<file path="config.mk">
export PLATFORM = sky130hd
export DESIGN_NAME = bsg_clk_watch_monitor_flat
export DESIGN_NICKNAME = d
export VERILOG_FILES = /design/src/rtl/bsg_clk_watch_monitor_if.sv /design/src/rtl/bsg_clk_watch_monitor.sv /design/src/flat_wrapper.sv
export SDC_FILE = /design/constraint.sdc
export NUM_CORES = 1
export LEC_CHECK = 0
export CAP_MARGIN = 20
export CORE_MARGIN = 1.5
export CORE_UTILIZATION = 55
export CTS_CLUSTER_DIAMETER = 150
export CTS_CLUSTER_SIZE = 16
export DETAILED_ROUTE_END_ITERATION = 8
export GPL_TIMING_DRIVEN = 0
export PLACE_DENSITY = 0.84
export SLEW_MARGIN = 15
export SYNTH_ARGS = -nofsm -noshare
export SYNTH_HDL_FRONTEND = slang
export SYNTH_SLANG_ARGS = --single-unit
</file>
<file path="constraint.sdc">
create_clock -name clk_lo -period 11.13 [get_ports clk_lo]
set_input_delay 1.113 -clock clk_lo [delete_from_list [all_inputs] [get_ports clk_lo]]
set_output_delay 1.113 -clock clk_lo [all_outputs]
set_load 0.05 [all_outputs]
</file>
<file path="src/rtl/bsg_clk_watch_monitor_if.sv">
// Signal bundle between a clock-watch monitor and whatever configures/observes it.
// master: the controller (bench or SoC glue); slave: the monitor itself.
interface bsg_clk_watch_monitor_if #(
    parameter int unsigned count_width_p     = 16,
    parameter int unsigned err_count_width_p = 8
);
    logic                         en_i;
    logic                         ref_toggle_i;
    logic [count_width_p-1:0]     expected_i;
    logic [count_width_p-1:0]     tolerance_i;
    logic [count_width_p-1:0]     count_o;
    logic                         count_v_o;
    logic [count_width_p-1:0]     min_o;
    logic [count_width_p-1:0]     max_o;
    logic                         error_o;
    logic [err_count_width_p-1:0] error_count_o;
    logic                         ref_lost_o;
    logic                         locked_o;

    modport master (
        output en_i, ref_toggle_i, expected_i, tolerance_i,
        input  count_o, count_v_o, min_o, max_o, error_o, error_count_o, ref_lost_o, locked_o
    );

    modport slave (
        input  en_i, ref_toggle_i, expected_i, tolerance_i,
        output count_o, count_v_o, min_o, max_o, error_o, error_count_o, ref_lost_o, locked_o
    );
endinterface

</file>
<file path="src/rtl/bsg_clk_watch_monitor.sv">
// Clock-frequency monitor clocked by the clock under test. Counts clk_lo cycles between
// transitions of an asynchronous reference toggle, discards settle windows after arming,
// tracks min/max, flags out-of-band windows and loss of the reference.
module bsg_clk_watch_monitor #(
    parameter int unsigned count_width_p     = 16,
    parameter int unsigned settle_windows_p  = 1,
    parameter int unsigned err_count_width_p = 8,
    parameter int unsigned sync_stages_p     = 2
) (
    input  logic                  clk_lo,
    input  logic                  tag_reset,
    bsg_clk_watch_monitor_if.slave mon_if
);
    localparam int unsigned settle_width_lp =
        (settle_windows_p > 1) ? $clog2(settle_windows_p) : 1;
    localparam int unsigned settle_last_int_lp =
        (settle_windows_p > 0) ? settle_windows_p - 1 : 0;
    localparam logic [settle_width_lp-1:0]   settle_last_lp  = settle_width_lp'(settle_last_int_lp);
    localparam logic [count_width_p-1:0]     cnt_max_lp      = '1;
    localparam logic [count_width_p-1:0]     cnt_near_max_lp = cnt_max_lp - count_width_p'(1);
    localparam logic [err_count_width_p-1:0] err_max_lp      = '1;

    typedef enum logic [1:0] {StIdle, StArm, StSettle, StMeasure} state_e;

    state_e                         state_q, state_d;
    logic [sync_stages_p-1:0]       sync_q, sync_d;
    logic                           hist_q, hist_d;
    logic [count_width_p-1:0]       cnt_q, cnt_d;
    logic [settle_width_lp-1:0]     settle_q, settle_d;
    logic [count_width_p-1:0]       count_q, count_d;
    logic                           count_v_q, count_v_d;
    logic [count_width_p-1:0]       min_q, min_d;
    logic [count_width_p-1:0]       max_q, max_d;
    logic                           stat_v_q, stat_v_d;
    logic                           error_q, error_d;
    logic [err_count_width_p-1:0]   err_cnt_q, err_cnt_d;
    logic                           ref_lost_q, ref_lost_d;

    logic                           ref_edge;
    logic [count_width_p-1:0]       window;
    logic [count_width_p:0]         win_x, exp_x, dev;
    logic                           out_of_band;
    logic [err_count_width_p-1:0]   err_cnt_inc;

    // Reference synchronizer and edge detect (either direction ends a window).
    always_comb begin
        sync_d   = {sync_q[sync_stages_p-2:0], mon_if.ref_toggle_i};
        hist_d   = sync_q[sync_stages_p-1];
        ref_edge = sync_q[sync_stages_p-1] ^ hist_q;
    end

    // Window length, deviation from expected (one extra bit so nothing wraps), error bump.
    always_comb begin
        window      = (cnt_q == cnt_max_lp) ? cnt_max_lp : cnt_q + count_width_p'(1);
        win_x       = {1'b0, window};
        exp_x       = {1'b0, mon_if.expected_i};
        dev         = (win_x >= exp_x) ? (win_x - exp_x) : (exp_x - win_x);
        out_of_band = dev > {1'b0, mon_if.tolerance_i};
        err_cnt_inc = (err_cnt_q == err_max_lp) ? err_max_lp : err_cnt_q + err_count_width_p'(1);
    end

    // FSM next state and statistics update.
    always_comb begin
        state_d    = state_q;
        cnt_d      = ref_edge ? '0 : window;
        settle_d   = settle_q;
        count_d    = count_q;
        count_v_d  = 1'b0;
        min_d      = min_q;
        max_d      = max_q;
        stat_v_d   = stat_v_q;
        error_d    = error_q;
        err_cnt_d  = err_cnt_q;
        ref_lost_d = ref_lost_q;

        if (!mon_if.en_i || state_q == StIdle) begin
            // Disable wins over a coincident edge; everything returns to zero.
            state_d    = mon_if.en_i ? StArm : StIdle;
            cnt_d      = '0;
            settle_d   = '0;
            count_d    = '0;
            min_d      = '0;
            max_d      = '0;
            stat_v_d   = 1'b0;
            error_d    = 1'b0;
            err_cnt_d  = '0;
            ref_lost_d = 1'b0;
        end else begin
            case (state_q)
                StArm: begin
                    if (ref_edge) begin
                        settle_d = '0;
                        state_d  = (settle_windows_p == 0) ? StMeasure : StSettle;
                    end
                end
                StSettle: begin
                    if (ref_edge) begin
                        if (settle_q == settle_last_lp) begin
                            state_d = StMeasure;
                        end else begin
                            settle_d = settle_q + settle_width_lp'(1);
                        end
                    end
                end
                StMeasure: begin
                    if (ref_edge) begin
                        count_d    = window;
                        count_v_d  = 1'b1;
                        ref_lost_d = 1'b0;
                        stat_v_d   = 1'b1;
                        if (!stat_v_q || window < min_q) min_d = window;
                        if (!stat_v_q || window > max_q) max_d = window;
                        if (out_of_band) begin
                            error_d   = 1'b1;
                            err_cnt_d = err_cnt_inc;
                        end
                    end else if (cnt_q == cnt_near_max_lp) begin
                        // Counter is about to saturate: one loss event per silent stretch.
                        ref_lost_d = 1'b1;
                        error_d    = 1'b1;
                        err_cnt_d  = err_cnt_inc;
                    end
                end
                default: state_d = StIdle;
            endcase
        end
    end

    // Synchronizer flops.
    always_ff @(posedge clk_lo or negedge tag_reset) begin
        if (!tag_reset) begin
            sync_q <= '0;
            hist_q <= 1'b0;
        end else begin
            sync_q <= sync_d;
            hist_q <= hist_d;
        end
    end

    // State, counters and statistics registers.
    always_ff @(posedge clk_lo or negedge tag_reset) begin
        if (!tag_reset) begin
            state_q    <= StIdle;
            cnt_q      <= '0;
            settle_q   <= '0;
            count_q    <= '0;
            count_v_q  <= 1'b0;
            min_q      <= '0;
            max_q      <= '0;
            stat_v_q   <= 1'b0;
            error_q    <= 1'b0;
            err_cnt_q  <= '0;
            ref_lost_q <= 1'b0;
        end else begin
            state_q    <= state_d;
            cnt_q      <= cnt_d;
            settle_q   <= settle_d;
            count_q    <= count_d;
            count_v_q  <= count_v_d;
            min_q      <= min_d;
            max_q      <= max_d;
            stat_v_q   <= stat_v_d;
            error_q    <= error_d;
            err_cnt_q  <= err_cnt_d;
            ref_lost_q <= ref_lost_d;
        end
    end

    assign mon_if.count_o       = count_q;
    assign mon_if.count_v_o     = count_v_q;
    assign mon_if.min_o         = min_q;
    assign mon_if.max_o         = max_q;
    assign mon_if.error_o       = error_q;
    assign mon_if.error_count_o = err_cnt_q;
    assign mon_if.ref_lost_o    = ref_lost_q;
    assign mon_if.locked_o      = (state_q == StMeasure);
endmodule

</file>
<file path="src/flat_wrapper.sv">
// flat-port wrapper written by rule: the top's interface ports become plain ports
module bsg_clk_watch_monitor_flat 
#(
    parameter int unsigned count_width_p     = 16,
    parameter int unsigned settle_windows_p  = 1,
    parameter int unsigned err_count_width_p = 8,
    parameter int unsigned sync_stages_p     = 2
)
  (clk_lo, tag_reset, mon_if_en_i, mon_if_ref_toggle_i, mon_if_expected_i, mon_if_tolerance_i, mon_if_count_o, mon_if_count_v_o, mon_if_min_o, mon_if_max_o, mon_if_error_o, mon_if_error_count_o, mon_if_ref_lost_o, mon_if_locked_o);
  bsg_clk_watch_monitor_if #(.count_width_p(count_width_p), .err_count_width_p(err_count_width_p)) mon_if_i ();
  input  logic clk_lo;
  input  logic tag_reset;
  input wire logic [$bits(mon_if_i.en_i)-1:0] mon_if_en_i;
  input wire logic [$bits(mon_if_i.ref_toggle_i)-1:0] mon_if_ref_toggle_i;
  input wire logic [$bits(mon_if_i.expected_i)-1:0] mon_if_expected_i;
  input wire logic [$bits(mon_if_i.tolerance_i)-1:0] mon_if_tolerance_i;
  output wire logic [$bits(mon_if_i.count_o)-1:0] mon_if_count_o;
  output wire logic [$bits(mon_if_i.count_v_o)-1:0] mon_if_count_v_o;
  output wire logic [$bits(mon_if_i.min_o)-1:0] mon_if_min_o;
  output wire logic [$bits(mon_if_i.max_o)-1:0] mon_if_max_o;
  output wire logic [$bits(mon_if_i.error_o)-1:0] mon_if_error_o;
  output wire logic [$bits(mon_if_i.error_count_o)-1:0] mon_if_error_count_o;
  output wire logic [$bits(mon_if_i.ref_lost_o)-1:0] mon_if_ref_lost_o;
  output wire logic [$bits(mon_if_i.locked_o)-1:0] mon_if_locked_o;
  assign mon_if_i.en_i = mon_if_en_i;
  assign mon_if_i.ref_toggle_i = mon_if_ref_toggle_i;
  assign mon_if_i.expected_i = mon_if_expected_i;
  assign mon_if_i.tolerance_i = mon_if_tolerance_i;
  assign mon_if_count_o = mon_if_i.count_o;
  assign mon_if_count_v_o = mon_if_i.count_v_o;
  assign mon_if_min_o = mon_if_i.min_o;
  assign mon_if_max_o = mon_if_i.max_o;
  assign mon_if_error_o = mon_if_i.error_o;
  assign mon_if_error_count_o = mon_if_i.error_count_o;
  assign mon_if_ref_lost_o = mon_if_i.ref_lost_o;
  assign mon_if_locked_o = mon_if_i.locked_o;
  bsg_clk_watch_monitor #(.count_width_p(count_width_p), .settle_windows_p(settle_windows_p), .err_count_width_p(err_count_width_p), .sync_stages_p(sync_stages_p)) u_core (.clk_lo(clk_lo), .tag_reset(tag_reset), .mon_if(mon_if_i));
endmodule
</file>
-- Word level (Yosys, flattened, before mapping)
Cells that the tools add are included.
- bits of input ports: 36
- register bits: 82
- word-level logic and storage cells: 99
- output and inout port bits: 60
- multiplexer cells: 46
- reductions and logical operators: 19
- bitwise logic cells: 1
- order comparisons: 4
- equal/unequal tests: 11
- add/subtract/negate cells: 5
- operators with widths (cell ; number):
    2-to-1 mux 16 bit ; 14
    2-to-1 mux 8 bit ; 6
    subtractor 16 x 16 -> 17 bit ; 2
    equality test 16 bit, second input constant ; 2
    2-to-1 mux 1 bit ; 19
    > comparator 17 x 16 -> 1 bit ; 1
    2-to-1 mux 17 bit ; 1
    adder 16 x 1 -> 16 bit, second input constant ; 1
    >= comparator 16 bit ; 1
    > comparator 16 bit ; 1
    less-than comparator 16 bit ; 1
    AND reduction 3 bit ; 4
    adder 8 x 1 -> 8 bit, second input constant ; 1
    equality test 8 bit, second input constant ; 1
    2-to-1 mux 2 bit ; 4
    nonzero test 2 bit ; 4
    != test 3 x 1 -> 1 bit, second input constant ; 2
    != test 3 bit, second input constant ; 2
    one-hot mux 2 bit (3 select lines) ; 1
    nonzero test 3 bit ; 2
    equality test 2 bit, second input constant ; 2
    AND reduction 2 bit ; 2
    AND reduction 4 bit ; 1
    logical OR 1 bit ; 3
    other kinds (7) ; 8

-- Logic depth before layout (Yosys ltp)
Gate-level depths: netlist (run 1).
- depth in word-level cells: 9
- depth in mapped cells: 28
- mapped depth without buffers: 25

-- Least setup slack after synthesis (run 1)
No wires, ideal clock.
- path kind: register to register
- start point: reg u_core.cnt_q[2]
- end point: reg u_core.err_cnt_q[0], in the netlist u_core.mon_if.error_count_o[0]
- period minus slack after synthesis: 5229 ps
- path slack: 5901 ps
- required time: 11005 ps
- data arrival time: 5104 ps
- stages on the path, launching flop included: 26
- buffers on the path: 1
- setup time: 125 ps
- cell sequence: dfrtp_1 -> and4_1 -> and3_1 -> buf_4 -> nand3_1 -> nor3_1 -> nand3_1 -> mux2i_1 -> inv_2 -> ha_1 -> nand4_1 -> nor4_1 -> a211oi_4 -> o31ai_4 -> mux2i_1 -> o221ai_1 -> xor2_1 -> ha_1 -> nand4_1 -> nor4_1 -> nand3_1 -> a21oi_1 -> a211o_1 -> o21ai_4 -> nor2_8 -> mux2_4
- word-level cells in the longest chain between the ends: 7
- elaborated cells on any way between the ends: 12
- classes of those cells: add/sub: 3; order compare: 2; eq/ne: 3; mux: 2; reduce/logical: 2
- RTL lines (what ; line ; RTL):
    start: declaration ; bsg_clk_watch_monitor.sv:28 ; logic [count_width_p-1:0] cnt_q, cnt_d;
    start signal: assignment ; bsg_clk_watch_monitor.sv:156 ; cnt_q <= cnt_d;
    adder 16 x 1 -> 16 bit / equality test 16 bit (equally long branches) ; bsg_clk_watch_monitor.sv:54 ; window = (cnt_q == cnt_max_lp) ? cnt_max_lp : cnt_q + count_width_p'(1);
    2-to-1 mux 16 bit ; bsg_clk_watch_monitor.sv:54 ;
    subtractor 16 x 16 -> 17 bit / >= comparator 16 bit (equally long branches) ; bsg_clk_watch_monitor.sv:57 ; dev = (win_x >= exp_x) ? (win_x - exp_x) : (exp_x - win_x);
    2-to-1 mux 17 bit ; bsg_clk_watch_monitor.sv:57 ;
    > comparator 17 x 16 -> 1 bit ; bsg_clk_watch_monitor.sv:58 ; out_of_band = dev > {1'b0, mon_if.tolerance_i};
    != test 3 bit (no line) ; -- ;
    AND reduction 3 bit (no line) * ; -- ;
    end signal: assignment ; bsg_clk_watch_monitor.sv:164 ; err_cnt_q <= err_cnt_d;
    end: declaration ; bsg_clk_watch_monitor.sv:36 ; logic [err_count_width_p-1:0] err_cnt_q, err_cnt_d;
Every way passes the cells marked *; elsewhere a longest branch is shown, timed or not.
A chain may end at the register's enable or synchronous reset.

-- Final worst setup path (run 1)
- start point: reg u_core.cnt_q[4]
- end point: reg u_core.err_cnt_q[1], in the netlist u_core.mon_if.error_count_o[1]
The elaborated chain is that of the path after synthesis.

==> metrics.md, run 1 <==
| Metric | Value |
|---|---|
| CP Class | `register to register` |
| Post-synth EDFFs | `0` |
| Vias in the first global route | `a little under 6k` |
| Post-CTS Setup Bufs | `0` |
| Worst-margin pin slew | `approximately 700 ps` |
| Number of hold buffers added after cts | `0` |
| Total grt overflow | `0` |
| Area Overhead vs Synth | `24.5%` |
| Core Box Area | `11000 sq um` |
| Post-synth top area share | `0.321` |
| Syn Std Cell Area | `roughly 6300 sq um` |
| Hold Path Cell Cnt | `0` |
| Total number of vias | `5759` |
| Post-synth top cells | `94 x inv_1, 88 x ha_1, 81 x dfrtp_1` |
| CP endpoint kind | `register` |
| Setup TNS | `0 ps` |
| Slew Viols, Final | `0` |
| RSZ-0062 raised after global routing | `false` |
| Synth Flop Type | `dfrtp_1` |
| Total track usage | `0.304` |
| Layout cell share with drive strength beyond 1 | `0.0659` |
| Status | `completed` |
| CTS tree | `yes` |
| Final net count | `about 940` |
| Synth unique cells | `between 60 and 70` |
| Worst endpoint required time | `about 11000 ps` |
| Seq cells post-synth | `a little over 80` |
| CTS Buffer Depth | `2` |
| Power Density | `107 nW/um^2` |
| Vias per inst | `approximately 6.0` |
| I/O Buffers | `between 90 and 100` |
| Row cnt | `38` |
| Leading cell types by total area after synthesis | `dfrtp_1 32%, ha_1 17%, inv_1 5.6%` |
| Synth area leader | `dfrtp_1` |
| Sequential element share of the synthesized area | `0.321` |
| Final Skew | `around 9.5 ps` |
| Hold Crit Class | `register to register` |
| Yosys Warn Count | `0` |
| Crit Path Max Fanout | `10` |
| RePlAce Congestion | `approximately 0.91` |
| Final setup viols | `0` |
| P_leak | `between 3 and 4 nW` |
| Total Wirelength | `around 17000 um` |
| Total CTS buffers | `9` |
| Post-DP HPWL | `13600 um` |
| Clk slew on worst S/H paths | `60 ps` |
| Largest net degree at the start of global routing | `between 60 and 70` |
| Tmin final | `between 6000 and 7000 ps` |
| Most frequent cell after synthesis | `inv_1` |
| Drt first pass iters | `5` |
| Antenna violations before repair | `0` |
| Mapped Avg Cell Area | `approximately 9 sq um` |
| Max cap viols | `0` |
| Startpoint Class | `register` |
| R2R cell count | `24` |
| First-pass GRT wire length | `~28000 um` |
| ANT nets after route | `0` |
| Die height | `approximately 110 um` |
| Die Area | `about 12000 sq um` |
| Post-DR wirelength/cell | `around 18 um` |
| Syn_nets | `between 800 and 900` |
| FMAX | `between 0.1 and 0.15 GHz` |
| Crit share post-route | `0.604` |
| H-Tree Level Count | `3` |
| R2r setup slk | `4400 ps` |
| Post-cts resize count | `0` |
| Root Buffer | `clkbuf_16` |
| FFs w/ async S/R, synth | `1.00` |
| Slew headroom | `0.537` |
| Max VDD drop | `0.134 mV` |
| Initial DRC count | `between 400 and 500` |
| Antenna diodes | `0` |
| Chip width | `between 100 and 150 um` |
| Initial Util | `0.572` |
| Post-Route Utilization | `0.712` |
| Worst r2r src | `u_core.cnt_q[4]` |
| CTS Sinks | `81` |
| Number of I/O pins | `96` |
| CP arrival | `just under 7000 ps` |
| Worst hold path startpoint | `u_core.sync_q[0]` |
| DRC | `0` |
| Worst skew pair latency | `roughly 350 ps` |
| Cells after Synth | `roughly 710` |
| Worst Hold End | `u_core.sync_q[1]` |
| Final Hold Vio Count | `0` |
| Terminus of the critical flop-to-flop path | `u_core.mon_if.error_count_o[1]` |
## worst max-delay path by stage
stage | start | endpoint | slack [ps] | cells past startpoint
finish | u_core.cnt_q[4] | u_core.mon_if.error_count_o[1] | 4400 | 24
CTS | u_core.cnt_q[4] | u_core.mon_if.error_count_o[1] | 4540 | 24
floorplan | u_core.cnt_q[2] | u_core.mon_if.error_count_o[0] | 5900 | 25
detailed placement | u_core.cnt_q[4] | u_core.mon_if.error_count_o[1] | 4610 | 24
global route | u_core.cnt_q[2] | u_core.mon_if.error_o | 4110 | 24
global placement | u_core.cnt_q[4] | u_core.mon_if.error_o | 4830 | 24
## cell type report
cell class | instances | area, sq um
Clock inverter | 7 | 166
Timing Repair Buffer | 96 | 976
Tap cell | 140 | 175
Buffer | 26 | 139
Inverter | 96 | 360
Fill cell | 852 | 3180
Multi-Input combinational cell | 505 | 3780
Sequential cell | 81 | 2030
Clock buffer | 9 | 225
## per-layer routing
| metal | vias to the layer above | track usage | wire length (um) |
|---|---|---|---|
| met2 | 217 | 0.504 | 8260 |
| met4 | 0 | 0.132 | 576 |
| met3 | 42 | 0.0588 | 1170 |
| met5 | - | 0 | 0 |
| met1 | 2795 | 0.388 | 7470 |
| li1 | 2705 | - | - |
## flip-flops by register name (all words and copies together) (netlist names)
signal	count
u_core.mon_if.ref_lost_o	1
u_core.hist_q	1
u_core.stat_v_q	1
u_core.mon_if.min_o	16
u_core.sync_q	2
u_core.mon_if.error_count_o	8
u_core.mon_if.error_o	1
u_core.mon_if.count_v_o	1
u_core.mon_if.count_o	16
u_core.cnt_q	16
u_core.state_q	2
u_core.mon_if.max_o	16
## report_power, final
group	internal (mW)	switching [mW]	total, mW
combinational	0.0597	0.0864	0.146
sequential	0.298	0.00355	0.301
clock	0.265	0.125	0.390
## layout by cell type (no fill, tap or decap), drive strengths merged, types with 3 or more instances in the layout
cell,n
a21o,20
a21oi,36
a221oi,4
a22o,32
a2bb2oi,5
a31oi,7
and2,3
and3,8
buf,17
bufinv,5
clkbuf,20
clkdlybuf4s50,94
dfrtp,81
ha,88
inv,96
mux2,4
mux2i,10
nand2,60
nand3,28
nand4,13
nor2,43
nor2b,8
nor3,9
nor4,5
o211ai,4
o21a,9
o21ai,39
o21bai,3
o221ai,4
o22ai,4
o31ai,5
or2,4
or3,3
xnor2,10
xor2,11
## through the flow
step | instances | hold slack, ps | instance area (sq um) | worst slack [ps] | total power, mW
6_report | 960 | 354 | 7850 | 4400 | 0.837
5_1_grt | 960 | 369 | 7850 | 4110 | 0.870
2_1_floorplan | 708 | 331 | 6310 | 5900 | 0.400
3_5_place_dp | 944 | 336 | 7460 | 4610 | 0.451
4_1_cts | 960 | 349 | 7850 | 4540 | 0.840
3_3_place_gp | 943 | 333 | 7430 | 4830 | 0.444
## worst max-delay path, stage by stage, from the launching register on
cell and delay [ps]:
dfrtp_1 410, and4_1 240, and3_1 210, buf_4 160, nand3_1 180, clkbuf_1 410
nand2_1 310, ha_1 370, buf_2 190, nand3_1 200, o221ai_1 330, a31oi_1 300
o31ai_4 620, mux2i_1 380, o221ai_1 170, xor2_1 170, ha_1 310, nand4_1 180
nor4_1 300, nand3_1 160, a21oi_1 170, a211o_1 150, o21ai_4 120, nor2_8 210
mux2_4 320
## cell families (layout without fill, tap and decap cells)
family | Yosys count | after routing | share of synthesized area
simple gates | 191 | 191 | 0.145
compound gates | 189 | 189 | 0.220
buf+inv | 122 | 234 | 0.0791
fa+ha+maj | 90 | 90 | 0.181
flops | 81 | 81 | 0.321
xor+xnor | 21 | 21 | 0.0292
mux | 14 | 14 | 0.0248
Note: power is estimated with default switching activity, not from simulation.
==> inputs of run 2 (changes only) <==
Clock period 11.13 ns to 6.4 ns, I/O delays scaled along.
==> metrics.md, run 2 (synthesis gave the netlist of run 1 again) <==
| Metric | Value |
|---|---|
| Slew Viols, Final | `0 (unchanged)` |
| Die Area | `12100 sq um (unchanged)` |
| Setup TNS | `0 ps (unchanged)` |
| Antenna violations before repair | `0 (unchanged)` |
| RePlAce Congestion | `0.915 (unchanged)` |
| Area Overhead vs Synth | `26.0% (was 24.5%)` |
| Status | `completed (unchanged)` |
| H-Tree Level Count | `3 (unchanged)` |
| Drt first pass iters | `5 (unchanged)` |
| Worst Slack Setup Final | `252 ps (was 4400 ps)` |
| Root Buffer | `clkbuf_16 (unchanged)` |
| Final setup viols | `0 (unchanged)` |
| Die height | `110 um (unchanged)` |
| Clk slew on worst S/H paths | `60 ps (about the same)` |
| Worst endpoint required time | `6640 ps (was 11360 ps)` |
| Max cap viols | `0 (unchanged)` |
| Final net count | `943 (was 941)` |
| Initial Util | `0.572 (unchanged)` |
| Slew headroom | `0.523 (was 0.537)` |
| Area after DPL | `7460 sq um (unchanged)` |
| Total number of vias | `5738 (was 5759)` |
| Antenna diodes | `0 (unchanged)` |
| ANT nets after route | `0 (unchanged)` |
| First-pass GRT wire length | `28100 um (about the same)` |
| Number of I/O pins | `96 (unchanged)` |
| CTS Sinks | `81 (unchanged)` |
| Most frequent cells in the layout | `94 x clkdlybuf4s50_1, 91 x inv_1, 87 x ha_1 (was 94 x inv_1, 94 x clkdlybuf4s50_1, 88 x ha_1)` |
| Startpoint Class | `register (unchanged)` |
| Chip width | `110 um (unchanged)` |
| Commonest non-fill, non-tap cell in the layout | `clkdlybuf4s50_1` |
| Worst path max stage delay | `410 ps (was 620 ps)` |
| Vias per inst | `5.96 (was 6.00)` |
| CTS Buffer Depth | `2 (unchanged)` |
| Largest net degree at the start of global routing | `62 (unchanged)` |
| Total CTS buffers | `9 (unchanged)` |
| CTS tree | `yes (unchanged)` |
| Hold Crit Class | `primary input to async pin (was register to register)` |
| Crit Path Max Fanout | `10 (unchanged)` |
| CP endpoint kind | `register (unchanged)` |
| I/O Buffers | `95 (unchanged)` |
| Worst skew pair latency | `350 ps (about the same)` |
| CP arrival | `6380 ps (was 6960 ps)` |
| Crit share post-route | `0.961 (was 0.604)` |
| Core Box Area | `11000 sq um (unchanged)` |
| Post-DP HPWL | `13600 um (unchanged)` |
| FMAX | `0.163 GHz (was 0.149 GHz)` |
| Layout cell share with drive strength beyond 1 | `0.0852 (was 0.0659)` |
| Max VDD drop | `0.230 mV (was 0.134 mV)` |
| Total track usage | `0.305 (was 0.304)` |
| Place WS | `-122 ps (was 4610 ps)` |
| CP Class | `register to register (unchanged)` |
| Post-DR wirelength/cell | `18.2 um (about the same)` |
| Total grt overflow | `0 (unchanged)` |
| Row cnt | `38 (unchanged)` |
| Worst-margin pin slew | `715 ps (was 691 ps)` |
| Total Wirelength | `17500 um (about the same)` |
| Final Hold Vio Count | `0 (unchanged)` |
| Initial DRC count | `384 (was 442)` |
| Final Skew | `9.43 ps (was 9.50 ps)` |
| P_leak | `3.73 nW (was 3.72 nW)` |
| Tmin final | `6150 ps (was 6730 ps)` |
| Design area | `7950 sq um (was 7850 sq um)` |
| Slowest CP cell | `dfrtp_1 (was o31ai_4)` |
| Vias in the first global route | `5758 (was 5767)` |
| Power Density | `183 nW/um^2 (was 107 nW/um^2)` |
| DRC | `0 (unchanged)` |
==> run 2: changes by cell type in the layout (fill, tap and decap cells not counted), moves of 2 or more <==
cell,change
inv_2,+3
nand2_2,+2
o21ai_0,-2
nand2_1,-2
inv_1,-3
o21ai_1,+2
mux2i_1,-2
==> run 2: where the power goes <==
part | switching (mW) | total (mW) | internal, mW
sequential | 0.00624 | 0.524 | 0.518
clock | 0.216 | 0.676 | 0.461
combinational | 0.152 | 0.256 | 0.104
==> run 2: routing by layer <==
metal	share of wire	GRT usage	up-vias	wire, um
met5	0	0	-	0
met3	0.062	0.0588	41	1080
met2	0.48	0.505	224	8330
met1	0.43	0.389	2765	7540
met4	0.032	0.129	0	568
li1	-	-	2708	-
==> run 2: through the flow <==
step / total power [mW] / instances / hold WS (ps) / util
2_1_floorplan: 0.696 / 708 / 331 / -
3_3_place_gp: 0.772 / 943 / 333 / 0.674
3_5_place_dp: 0.784 / 944 / 336 / 0.676
4_1_cts: 1.46 / 961 / 177 / 0.714
5_1_grt: 1.51 / 962 / 184 / 0.721
6_report: 1.46 / 962 / 174 / 0.721
==> run 2: worst max-delay path, delay by kind of cell (launching register included) <==
family	cells	cell delay, ps
DFF	1	410
AOI/OAI and AO/OA	7	1400
xor gates and xnor gates	1	170
buffers and inverters	4	830
and+or+nand+nor	9	1910
muxes	2	640
adders and majority gates	2	650
==> run 2: layout make-up <==
| type | count | area [sq um] |
|---|---|---|
| clock buffer | 9 | 225 |
| multi-input combinational | 505 | 3850 |
| timing repair buffer | 98 | 1000 |
| buffer | 26 | 140 |
| sequential | 81 | 2030 |
| inverter | 96 | 360 |
| fill | 836 | 3080 |
| clock inverter | 7 | 166 |
| tap | 140 | 175 |
==> run 2: path summary, 6_finish.rpt <==
path	from	endpoint	slack, ps	cells after the start
max	u_core.cnt_q[4]	u_core.mon_if.error_count_o[1]	250	25
min reg2reg	u_core.sync_q[0]	u_core.sync_q[1]	350	0
min	tag_reset	u_core.mon_if.count_o[2]	170	1
max reg2reg	u_core.cnt_q[4]	u_core.mon_if.error_count_o[1]	250	25
min in group clk_lo	u_core.sync_q[0]	u_core.sync_q[1]	350	0
max in group asynchronous	tag_reset	u_core.mon_if.min_o[10]	5620	2
==> run 2: repair_timing <==
item | in CTS | in global routing
setup buffers | 1 | 1
hold buffers | 0 | 0
gates resized for setup | 1 | 18
endpoints found under the hold margin | 0 | 0
pin swaps | 1 | 2
endpoints found under the setup margin | 9 | 9
